<file path="src/rtl/latch_bus_master.sv">
// latch_bus_master: sequences byte writes into, and readbacks from, four
// external transparent latches that share one D bus and one Q bus.
// A write drives BUS_D for a setup window, pulses the selected LE, then holds
// the data before releasing the driver. A read pulls the selected nOE low,
// waits for the bus to settle and samples BUS_Q.
//
// Optional feature: define LATCH_SHADOW_EN to keep a 4x8 shadow of written
// bytes and flag readbacks that disagree on MISMATCH. Without the macro
// MISMATCH is tied low and no shadow storage exists.
//
// DONE marks the final cycle of a transfer. A REQ presented in that cycle is
// accepted at its closing edge, so transfers can run back to back.
module latch_bus_master #(
  parameter int SETUP_CYC = 2,
  parameter int PULSE_CYC = 3,
  parameter int HOLD_CYC  = 2
) (
  input  logic       CLK,
  input  logic       RST,
  input  logic       REQ,
  input  logic       WR,
  input  logic [1:0] SEL,
  input  logic [7:0] WDATA,
  input  logic [7:0] BUS_Q,
  output logic       RDY,
  output logic       DONE,
  output logic [7:0] RDATA,
  output logic [7:0] BUS_D,
  output logic       BUS_DOE,
  output logic [3:0] LE,
  output logic [3:0] nOE,
  output logic       MISMATCH
);

  // Zero or negative timing parameters collapse to a single cycle.
  localparam int S_CYC = (SETUP_CYC < 1) ? 1 : SETUP_CYC;
  localparam int P_CYC = (PULSE_CYC < 1) ? 1 : PULSE_CYC;
  localparam int H_CYC = (HOLD_CYC  < 1) ? 1 : HOLD_CYC;

  // Per-state counters stop at the last index and never wrap; 16 bits covers
  // any window up to 65536 cycles.
  localparam logic [15:0] S_LAST = 16'(S_CYC - 1);
  localparam logic [15:0] P_LAST = 16'(P_CYC - 1);
  localparam logic [15:0] H_LAST = 16'(H_CYC - 1);

  typedef enum logic [2:0] {
    IDLE,
    W_SETUP,
    W_PULSE,
    W_HOLD,
    R_SETTLE,
    R_DONE
  } state_t;

  state_t      r_state;
  logic [15:0] r_cnt;
  logic [1:0]  r_sel;
  logic        r_rdy;
  logic        r_done;
  logic [7:0]  r_rdata;
  logic [7:0]  r_bus_d;
  logic        r_bus_doe;
  logic [3:0]  r_le;
  logic [3:0]  r_noe;

  logic [3:0]  w_sel_oh;
  logic [3:0]  w_cur_oh;
  logic        w_last;
  logic        w_accept;

  assign w_sel_oh = 4'b0001 << SEL;
  assign w_cur_oh = 4'b0001 << r_sel;

  // Final cycle of a transfer: this is where DONE is high.
  assign w_last   = ((r_state == W_HOLD) && (r_cnt == H_LAST)) || (r_state == R_DONE);
  assign w_accept = REQ && ((r_state == IDLE) || w_last);

  // Transfer sequencer; every bus-facing output is registered here.
  always_ff @(posedge CLK) begin
    if (RST) begin
      r_state   <= IDLE;
      r_cnt     <= '0;
      r_sel     <= '0;
      r_rdy     <= 1'b1;
      r_done    <= 1'b0;
      r_rdata   <= '0;
      r_bus_d   <= '0;
      r_bus_doe <= 1'b0;
      r_le      <= '0;
      r_noe     <= 4'hF;
    end else begin
      // NOTE: state registers use non-blocking assignment so every update in
      // this block sees the pre-edge values, exactly like real flip-flops.
      r_done <= 1'b0;
      if (w_accept) begin
        r_sel <= SEL;
        r_cnt <= '0;
        r_rdy <= 1'b0;
        r_le  <= '0;
        if (WR) begin
          r_state   <= W_SETUP;
          r_bus_d   <= WDATA;
          r_bus_doe <= 1'b1;
          r_noe     <= 4'hF;
        end else begin
          r_state   <= R_SETTLE;
          r_bus_doe <= 1'b0;
          r_noe     <= ~w_sel_oh;
        end
      end else if (w_last) begin
        r_state   <= IDLE;
        r_rdy     <= 1'b1;
        r_bus_doe <= 1'b0;
        r_le      <= '0;
        r_noe     <= 4'hF;
      end else begin
        case (r_state)
          W_SETUP: begin
            if (r_cnt == S_LAST) begin
              r_state <= W_PULSE;
              r_cnt   <= '0;
              r_le    <= w_cur_oh;
            end else begin
              r_cnt <= r_cnt + 16'd1;
            end
          end
          W_PULSE: begin
            if (r_cnt == P_LAST) begin
              r_state <= W_HOLD;
              r_cnt   <= '0;
              r_le    <= '0;
              r_done  <= (H_LAST == 16'd0);
            end else begin
              r_cnt <= r_cnt + 16'd1;
            end
          end
          W_HOLD: begin
            // Only non-final hold cycles reach here; flag DONE for the last.
            r_cnt  <= r_cnt + 16'd1;
            r_done <= ((r_cnt + 16'd1) == H_LAST);
          end
          R_SETTLE: begin
            if (r_cnt == S_LAST) begin
              r_state <= R_DONE;
              r_cnt   <= '0;
              r_done  <= 1'b1;
            end else begin
              r_cnt <= r_cnt + 16'd1;
            end
          end
          default: ;
        endcase
      end
      // Sample the readback bus at the edge that closes R_DONE.
      if (r_state == R_DONE) r_rdata <= BUS_Q;
    end
  end

`ifdef LATCH_SHADOW_EN
  logic [7:0] r_shadow [4];
  logic       r_mismatch;

  // Shadow copy of committed writes and the readback comparison flag.
  always_ff @(posedge CLK) begin
    if (RST) begin
      // NOTE: this small array is reset on purpose so the first readback of a
      // never-written latch compares against a known zero, not X.
      for (int i = 0; i < 4; i++) r_shadow[i] <= 8'h00;
      r_mismatch <= 1'b0;
    end else begin
      if ((r_state == W_PULSE) && (r_cnt == P_LAST)) r_shadow[r_sel] <= r_bus_d;
      if (r_state == R_DONE) r_mismatch <= (BUS_Q != r_shadow[r_sel]);
    end
  end

  assign MISMATCH = r_mismatch;
`else
  assign MISMATCH = 1'b0;
`endif

  assign RDY     = r_rdy;
  assign DONE    = r_done;
  assign RDATA   = r_rdata;
  assign BUS_D   = r_bus_d;
  assign BUS_DOE = r_bus_doe;
  assign LE      = r_le;
  assign nOE     = r_noe;

endmodule

</file>
<file path="config.mk">
export PLATFORM = sky130hd
export DESIGN_NAME = latch_bus_master
export DESIGN_NICKNAME = d
export VERILOG_FILES = /design/src/rtl/latch_bus_master.sv
export SDC_FILE = /design/constraint.sdc
export NUM_CORES = 1
export LEC_CHECK = 0
export BUFFER_PORTS_ARGS = -buffer_cell sky130_fd_sc_hd__buf_2
export CORE_MARGIN = 4
export CORE_UTILIZATION = 40
export DETAILED_ROUTE_END_ITERATION = 7
export PLACE_DENSITY = 0.67
export SYNTH_ARGS = -nofsm -noshare
export SYNTH_HDL_FRONTEND = slang
export SYNTH_SLANG_ARGS = --single-unit
</file>
<file path="constraint.sdc">
create_clock -name CLK -period 2 [get_ports CLK]
set_clock_uncertainty 0.05 [all_clocks]
set_input_delay 0.4 -clock CLK [delete_from_list [all_inputs] [get_ports CLK]]
set_output_delay 0.4 -clock CLK [all_outputs]
set_load 0.01 [all_outputs]
</file>
==> results of run 1 <==
## path summary, 6_finish.rpt
check	to	depth (start not counted)	slack (ns)
min reg2reg	LE[1]	2	0.40
max reg2reg	DONE	8	-0.11
max	DONE	8	-0.11
min	RDATA[1]	3	0.27
## synth_stat cells (3+ instances only)
master / count / area share
a211oi_1: 3 / 0.0084
a21oi_1: 33 / 0.062
a311oi_1: 6 / 0.020
a311oi_2: 6 / 0.034
a41oi_1: 4 / 0.013
and3_1: 4 / 0.0094
and4_1: 4 / 0.013
buf_2: 8 / 0.015
buf_4: 6 / 0.017
buf_6: 5 / 0.021
clkbuf_1: 6 / 0.0084
dfxtp_1: 48 / 0.36
ha_1: 4 / 0.019
inv_1: 8 / 0.011
mux2i_1: 6 / 0.023
nand2_1: 53 / 0.075
nand2b_1: 4 / 0.0094
nand3_1: 21 / 0.039
nand4_1: 3 / 0.0070
nor2_1: 22 / 0.031
nor3_1: 3 / 0.0056
nor4_1: 6 / 0.014
o21ai_0: 8 / 0.015
or3_1: 6 / 0.014
xnor2_1: 6 / 0.020
## critical path, delay by kind of cell, from the launching register on
family / cells / cell delay [ns]
AOI/OAI and AO/OA: 2 / 0.28
DFF: 1 / 0.39
xor gates and xnor gates: 1 / 0.14
and+or+nand+nor: 2 / 0.74
adders and majority gates: 1 / 0.17
buffers and inverters: 2 / 0.25
## kinds of logic (layout without fill, tap and decap cells)
logic type | after synthesis | in the layout | share of synthesized area
compound gates | 85 | 85 | 0.2302
xor+xnor | 6 | 6 | 0.01969
fa+ha+maj | 5 | 5 | 0.02250
buf+inv | 36 | 134 | 0.07782
flops | 48 | 48 | 0.3601
mux | 6 | 6 | 0.02250
other cells | 1 | 1 | 0.001405
simple gates | 142 | 142 | 0.2658
## layer usage
layer | GRT usage | part of all wire | wire length, um | up-vias
met5 | 0 | 0 | 0 | -
met4 | 0.06089 | 0.023 | 186 | 0
met3 | 0.02920 | 0.053 | 440 | 19
met2 | 0.3231 | 0.49 | 4066 | 96
met1 | 0.2603 | 0.43 | 3571 | 1366
li1 | - | - | - | 1386
## per-stage QoR
| stage | total power (W) | hold slack [ns] |
|---|---|---|
| after global routing | 0.004820 | 0.2699 |
| after floorplan | 0.002378 | 0.4156 |
| after detailed placement | 0.003055 | 0.3881 |
| final | 0.004595 | 0.2691 |
| after CTS | 0.004200 | 0.2683 |
| after global placement | 0.003009 | 0.3888 |
## sequential cells by signal, indices dropped and copies added (netlist names)
name / count
BUS_D: 8
RDY: 1
RDATA: 8
LE: 4
r_sel: 2
r_cnt: 16
DONE: 1
r_state: 3
nOE: 4
BUS_DOE: 1
## layout make-up
type	instances	area, sq um
Timing Repair Buffer	118	917.1
Clock inverter	2	13.76
Tap cell	77	96.34
Sequential cell	48	984.7
Clock buffer	6	82.58
Inverter	8	30.03
Multi-Input combinational cell	245	1760
Fill cell	524	2537
## what timing repair did
action                                  in CTS  in global routing
pin swaps                                    5                 18
resized for setup                           20                 43
gates cloned                                 3                  1
setup buffers                                6                  6
endpoints found under the setup margin      25                 38
## power by group
group	switching, W	total [W]	internal [W]
sequential	0.000124	0.00120	0.00107
clock	0.000358	0.000642	0.000284
combinational	0.00141	0.00276	0.00135
total	0.00189	0.00459	0.00270
==> results_dict.tcl, run 1 <==
set metrics [dict create \
    ys.flop_type "dfxtp_1" \
    core_region_area_sq_um 6422 \
    initial_core_util 0.4155 \
    critPathLaunchType "flop" \
    synth-edff-count 0 \
    drc 0 \
    cts_max_path_buffers 2 \
    wl_per_cell_um 16.40 \
    rsz0062_at_grt "true" \
    cts_root_buffer "clkbuf_8" \
    antenna_found_initial 0 \
    floorplan.rows 29 \
    fin_cells 504 \
    post-route-period-util 1.054 \
    synthArstFlopShare 0 \
    cp_data_arrival_time_ns 2.30 \
    area_growth_pct 45.57 \
    grt_use_total 0.1949 \
    final_util 0.6049 \
    hold_viol 0 \
    dp_hpwl_mm 5.247 \
    portBuffers 48 \
    rr_startpoint "r_cnt[0]" \
    postCtsHoldBufs 0 \
    syn-mean-instance-area_sq_um 8.112 \
    drive_gt1_frac 0.4496 \
    clk_pin_slew_worst_paths_ns 0.10 \
    dieWidth_um 89.68 \
    hp-start "BUS_Q[1]" \
    slew_viol_final 0 \
    tritoncts "done" \
    fin_ws_ns -0.1089 \
    place_congestion 0.8413 \
    grt_pass1_wl_mm 12.14 \
    postSynthCellCount 329 \
    cp.required_ns 2.19 \
    finalSetupViolCount 5 \
    placed_cells 482 \
    antenna_cells 0 \
    power.leakage_nw 1.602 \
    wirelength_mm 8.264 \
    grt_overflow 0 \
    syn_area_sq_um 2669 \
    critPathMaxFanout 7 \
    seq_area_frac_synth 0.3601 \
    synth.distinct_cells 59 \
    fin_area_sq_um 3885 \
    dpl_cell_area_sq_um 3364 \
    crit_chain "ha_4, buf_4, buf_4, xnor2_1, and4_1, o22ai_1, or4_4, o31ai_2" \
    synth_seq_cells 48 \
    io-pin-count 50 \
    endpoint_kind "flop" \
    slowest_stage "or4_4" \
    via_count 2867 \
    layout_common_cells "buf_4, nand2_1, buf_2, dfxtp_1, a21oi_1" \
    period_minus_slack_ns 2.109 \
    power_per_cell_area_nw_per_um2 1183 \
    startpoint "r_cnt[0]" \
    h-tree-depth 2 \
    grt_pass1_vias 2481 \
    ant_nets 0 \
    cap_violations 0 \
    first_pass_iters 4 \
    critical_path_class "flop to flop" \
    place_ws_ns -0.09228 \
    cpMostUsedCell "buf_4" \
    numCtsBuffers 5 \
    die_area_sq_um 8043 \
    fmax_ghz 0.4742 \
    dieHeight_um 89.68 \
    syn-num-nets 355 \
    final_common_cell "buf_4" \
    hold_class "input port to flop" \
    yosysWarnings 0 \
    clock_latency_ns 0.31 \
    cts_sinks 48 \
    violations "negative setup slack" \
    drt_iter0_markers 147 \
    viasPerCell 5.688 \
    fin_nets 452 \
    grt_max_degree 23 \
    peakVddDrop_uv 602.4 \
    slowest_delay_ns 0.53 \
    status "finished, violations left" \
    tns_ns -0.1674 \
]
(Power assumes the default switching activity.)
==> inputs of run 2 (changes only) <==
--- a/config.mk
+++ b/config.mk
@@ -10,6 +10,7 @@
 export CORE_UTILIZATION = 40
 export DETAILED_ROUTE_END_ITERATION = 7
 export PLACE_DENSITY = 0.67
+export SKIP_CTS_REPAIR_TIMING = 1
 export SYNTH_ARGS = -nofsm -noshare
 export SYNTH_HDL_FRONTEND = slang
 export SYNTH_SLANG_ARGS = --single-unit
==> constraint.sdc (replaced) <==
create_clock -name CLK -period 1.9 [get_ports CLK]
set_clock_uncertainty 0.05 [all_clocks]
set_input_delay 0.38 -clock CLK [delete_from_list [all_inputs] [get_ports CLK]]
set_output_delay 0.38 -clock CLK [all_outputs]
set_load 0.01 [all_outputs]
==> run 2 against run 1 <==
The run still ends with negative setup slack left. Clock-buffer cell count decreased by 1. Critical endpoint unchanged. Via count decreased by 0.35%. Utilization increased by 1.3 points. Critical path type unchanged.
==> results_dict.tcl, run 2 (synthesis gave the netlist of run 1 again) <==
set metrics [dict create \
    cts_root_buffer "clkbuf_8" \
    peakVddDrop_uv 531.2 \
    n_fill_cell 540 \
    tritoncts "done" \
    p_int_w 0.002850 \
    clk_pin_slew_worst_paths_ns 0.09 \
    critical_path_class "flop to flop" \
    drc 0 \
    rr_startpoint "r_cnt[5]" \
    drive_gt1_frac 0.4700 \
    portBuffers 48 \
    crit_family "simple AND/OR/NAND/NOR gates" \
    cap_violations 0 \
    antenna_cells 0 \
    status "finished, violations left" \
    r2r_cells 7 \
    io-pin-count 50 \
    first_pass_iters 5 \
    layout_common_cells "buf_4, nand2_1, buf_2, dfxtp_1, a21oi_1" \
    hp-start "BUS_Q[6]" \
    violations "negative setup slack" \
    wirelength_mm 8.185 \
    p_seq_frac 0.260 \
    period_minus_slack_ns 2.074 \
    fmax_ghz 0.4821 \
    grt_pass1_wl_mm 11.72 \
    dieWidth_um 89.68 \
    endpoint_kind "flop" \
    path_buf_inv 1 \
    drt_iter0_markers 112 \
    fin_ws_ns -0.1743 \
    post-route-period-util 1.092 \
    finalSetupViolCount 10 \
    slew_viol_final 0 \
    initial_core_util 0.4155 \
    numCtsBuffers 5 \
    cts_sinks 48 \
    timing.rr.end "DONE" \
    place_ws_ns -0.2806 \
    largest_reg_flops 16 \
    core_region_area_sq_um 6422 \
    critPathMaxFanout 6 \
    grt_use_total 0.1825 \
    grt_pass1_vias 2565 \
    r2r_slack_ns -0.17 \
    slowest_stage "or3_2" \
    dp_hpwl_mm 5.270 \
    ant_nets 0 \
    hold-path-endpoint "RDATA[6]" \
    seq_area_sq_um 989.7 \
    power_frac_clock 0.189 \
    place_congestion 0.8705 \
    h-tree-depth 2 \
    slew_headroom 0.6327 \
    wl_per_cell_um 16.02 \
    grt_max_degree 20 \
    hold_depth 3 \
    p_comb_frac 0.551 \
    die_area_sq_um 8043 \
    hold_class "input port to flop" \
    cts_max_path_buffers 2 \
    viasPerCell 5.591 \
    power_per_cell_area_nw_per_um2 1203 \
    slowest_delay_ns 0.42 \
    multi_input_area_sq_um 1866 \
    final_common_cell "buf_4" \
    via_count 2857 \
    cp_data_arrival_time_ns 2.25 \
    clock_latency_ns 0.31 \
    crit_chain "buf_4, nand3_4, nor3_1, or3_2, a22o_1, or4_4, o31ai_2" \
    sw_frac_of_total 0.4028 \
    hold_viol 0 \
    rsz0062_at_grt "true" \
    whs_ns 0.2474 \
    antenna_found_initial 0 \
    critPathLaunchType "flop" \
    fin_nets 459 \
    dieHeight_um 89.68 \
    power.leakage_nw 1.619 \
    tns_ns -0.3336 \
    grt_overflow 0 \
    worst-slew-pin-transition_ns 0.5403 \
    area_growth_pct 48.62 \
    floorplan.rows 29 \
    final_util 0.6176 \
    cp.required_ns 2.08 \
    largest_register "r_cnt" \
    power_switching_w 0.001922 \
]
## run 2: cell count changes in the layout (fill, tap and decap cells not counted), moves of 3 or more
cell,delta
buf_12,-3
buf_16,-3
buf_4,+7
buf_6,+4
## run 2: area by class of cell
class                      count  area share
tap                           77     0.02429
clock inverter                 3     0.01735
multi-input combinational    248      0.4703
clock buffer                   5     0.01735
inverter                       8    0.007571
sequential                    48      0.2495
timing repair buffer         122      0.2136
## run 2: worst register-to-register path, cell delays in order (launching register included)
cell	delay [ns]
dfxtp_2	0.34
buf_4	0.16
nand3_4	0.13
nor3_1	0.09
or3_2	0.42
a22o_1	0.21
or4_4	0.42
o31ai_2	0.17
## run 2: power groups by stage
| stage | logic (W) | registers, W | clock network [W] |
|---|---|---|---|
| 2_1_floorplan | 0.00128 | 0.00127 | 0 |
| 3_3_place_gp | 0.00205 | 0.00125 | 0 |
| 4_1_cts | 0.00208 | 0.00123 | 0.000917 |
| 6_report | 0.00263 | 0.00124 | 0.000902 |
| 5_1_grt | 0.00284 | 0.00126 | 0.000948 |
| 3_5_place_dp | 0.00206 | 0.00125 | 0 |
## run 2: per-stage QoR
step                power [W]  cell area [sq um]  cells
floorplan            0.002544               2803    329
global placement     0.003294               3451    491
detailed placement   0.003312               3451    491
CTS                  0.004226               3588    499
global route         0.005044               3966    511
finish               0.004772               3966    511
## run 2: worst max path at each step
| stage | end | depth (start not counted) | startpoint |
|---|---|---|---|
| floorplan | DONE | 8 | r_cnt[0] |
| global placement | DONE | 7 | r_cnt[1] |
| detailed placement | r_cnt[11] | 6 | r_cnt[0] |
| CTS | r_cnt[11] | 6 | r_cnt[0] |
| global route | DONE | 9 | r_cnt[1] |
| finish | DONE | 7 | r_cnt[5] |
## run 2: layer usage
| layer | global-route usage | up-vias | share of wire |
|---|---|---|---|
| li1 | - | 1404 | - |
| met1 | 0.2277 | 1319 | 0.42 |
| met2 | 0.3165 | 116 | 0.50 |
| met3 | 0.03193 | 18 | 0.064 |
| met4 | 0.06089 | 0 | 0.023 |
| met5 | 0 | - | 0 |
==> inputs of run 3 (changes only) <==
--- a/config.mk
+++ b/config.mk
@@ -6,10 +6,10 @@
 export NUM_CORES = 1
 export LEC_CHECK = 0
 export BUFFER_PORTS_ARGS = -buffer_cell sky130_fd_sc_hd__buf_2
-export CORE_MARGIN = 4
-export CORE_UTILIZATION = 40
+export CORE_MARGIN = 5
+export CORE_UTILIZATION = 50
 export DETAILED_ROUTE_END_ITERATION = 7
-export PLACE_DENSITY = 0.67
+export PLACE_DENSITY = 0.8
 export SKIP_CTS_REPAIR_TIMING = 1
 export SYNTH_ARGS = -nofsm -noshare
 export SYNTH_HDL_FRONTEND = slang
==> run 3 against run 2 <==
The run still ends with negative setup slack left. Global-route usage increased by 2.7 points. Critical path depth increased by 1. Utilization increased by 13 points. Sequential share of layout area increased by 0.94 points. Via count increased by 1.8%. Register-to-register slack improved by 0.05 ns. Sequential cell count unchanged. Clock power decreased by 25%. Critical endpoint is now r_cnt[5].
==> results_dict.tcl, run 3 (synthesis gave the netlist of run 1 again) <==
set metrics [dict create \
    n_fill_cell 373 \
    cts_max_path_buffers 2 \
    whs_ns 0.2571 \
    io-pin-count 50 \
    layout_common_cells "buf_4, nand2_1, buf_2, dfxtp_1, a21oi_1" \
    slew_viol_final 0 \
    crit_chain "nor4_2, buf_4, and4_4, a2111oi_1, o21bai_2, buf_4, a41oi_1, a311oi_1" \
    rsz0062_at_grt "true" \
    tritoncts "done" \
    cp.required_ns 2.06 \
    use_met3 0.04554 \
    final_common_cell "buf_4" \
    cts_root_buffer "clkbuf_8" \
    r2r_cells 8 \
    hold-path-endpoint "RDATA[5]" \
    hp-start "BUS_Q[5]" \
    h-tree-depth 2 \
    grt_pass1_vias 2593 \
    cpMostUsedCell "buf_4" \
    peakVddDrop_uv 693.9 \
    largest_reg_flops 16 \
    violations "negative setup slack" \
    antenna_found_initial 0 \
    grt-busiest-layer "met2" \
    endpoint_kind "flop" \
    drive_gt1_frac 0.4584 \
    critPathLaunchType "flop" \
    clk_pin_slew_worst_paths_ns 0.09 \
    viasPerCell 5.921 \
    portBuffers 48 \
    hold_class "input port to flop" \
    core_region_area_sq_um 5140 \
    period_minus_slack_ns 2.025 \
    fin_ws_ns -0.1254 \
    floorplan.rows 26 \
    largest_register "r_cnt" \
    final_util 0.7446 \
    dp_hpwl_mm 5.471 \
    cp_data_arrival_time_ns 2.19 \
    die_area_sq_um 6899 \
    grtUsageMet1 0.2574 \
    grt_pass1_wl_mm 12.29 \
    met2_usage 0.3535 \
    critical_path_class "flop to flop" \
    fin_nets 446 \
    hold_viol 0 \
    drt_iter0_markers 146 \
    critPathMaxFanout 7 \
    grt_overflow 0 \
    via_count 2907 \
    first_pass_iters 4 \
    slowest_delay_ns 0.37 \
    startpoint "r_cnt[11]" \
    rr_startpoint "r_cnt[11]" \
    clock_latency_ns 0.30 \
    grt_max_degree 19 \
    ant_nets 0 \
    dieWidth_um 83.06 \
    post-route-period-util 1.066 \
    slowest_stage "dfxtp_2" \
    initial_core_util 0.5192 \
    power.leakage_nw 1.552 \
    timing.rr.end "r_cnt[5]" \
    wl_per_cell_um 16.85 \
    hold_depth 3 \
    power_per_cell_area_nw_per_um2 1146 \
    wirelength_mm 8.273 \
    r2r_slack_ns -0.13 \
    status "finished, violations left" \
    antenna_cells 0 \
    grt_use_total 0.2096 \
    finalSetupViolCount 23 \
    fmax_ghz 0.4937 \
    area_growth_pct 43.41 \
    place_congestion 0.8610 \
    drc 0 \
    dieHeight_um 83.06 \
    cap_violations 0 \
    numCtsBuffers 5 \
    cts_sinks 48 \
]
## run 3: changes by cell type in the layout (fill, tap and decap cells not counted), moves of 2 or more
| cell | delta |
|---|---|
| nand3_2 | +2 |
| inv_2 | -2 |
| a2bb2oi_1 | -2 |
| or3_1 | -2 |
| or3_4 | +2 |
| o21bai_4 | -3 |
| buf_4 | -15 |
| a21oi_1 | -2 |
| clkbuf_16 | +2 |
| a2bb2oi_2 | +2 |
| bufinv_16 | -2 |
## run 3: cell type report
cell class / count / area (sq um) / area share
Clock buffer: 7 / 97.59 / 0.02550
Clock inverter: 1 / 5.005 / 0.001308
Inverter: 8 / 32.53 / 0.008500
Multi-Input combinational cell: 246 / 1808 / 0.4724
Sequential cell: 48 / 991.0 / 0.2589
Tap cell: 70 / 87.58 / 0.02288
Timing Repair Buffer: 111 / 805.8 / 0.2105
## run 3: worst max path at each step
stage,endpoint,slack [ns],cells past startpoint
2_1_floorplan,DONE,-0.08,8
3_3_place_gp,r_cnt[5],-0.12,8
3_5_place_dp,r_cnt[6],-0.13,8
4_1_cts,LE[2],-0.20,7
5_1_grt,r_cnt[4],-0.21,7
6_report,r_cnt[5],-0.13,8
## run 3: per-stage QoR
stage          setup WS (ns)  total power, W  TNS, ns  area, sq um  cells
2_1_floorplan       -0.08130        0.002544  -0.6653         2803    329
3_3_place_gp         -0.1209        0.003247   -1.936         3395    476
3_5_place_dp         -0.1335        0.003305   -3.438         3395    476
4_1_cts              -0.2003        0.003991   -4.712         3497    484
5_1_grt              -0.2107        0.004634   -4.381         3827    491
6_report             -0.1254        0.004388   -1.077         3827    491
## run 3: report_power, final
group / switching [W] / leakage [nW] / internal, W
Clock: 0.000343 / 0.0534 / 0.000338
Sequential: 0.000140 / 0.398 / 0.00113
Combinational: 0.00134 / 1.10 / 0.00110
Total: 0.00182 / 1.55 / 0.00257
## run 3: metal layers
layer,vias up,wire length [um]
met5,-,0
li1,1382,-
met4,0,211
met3,21,512
met1,1371,3269
met2,133,4280
## run 3: worst max-delay path: cells and delay by family, from the launching register on
family	cells	cell delay, ns
AOI/OAI and AO/OA	4	0.98
DFF	1	0.37
buffers and inverters	2	0.34
and+or+nand+nor	2	0.20
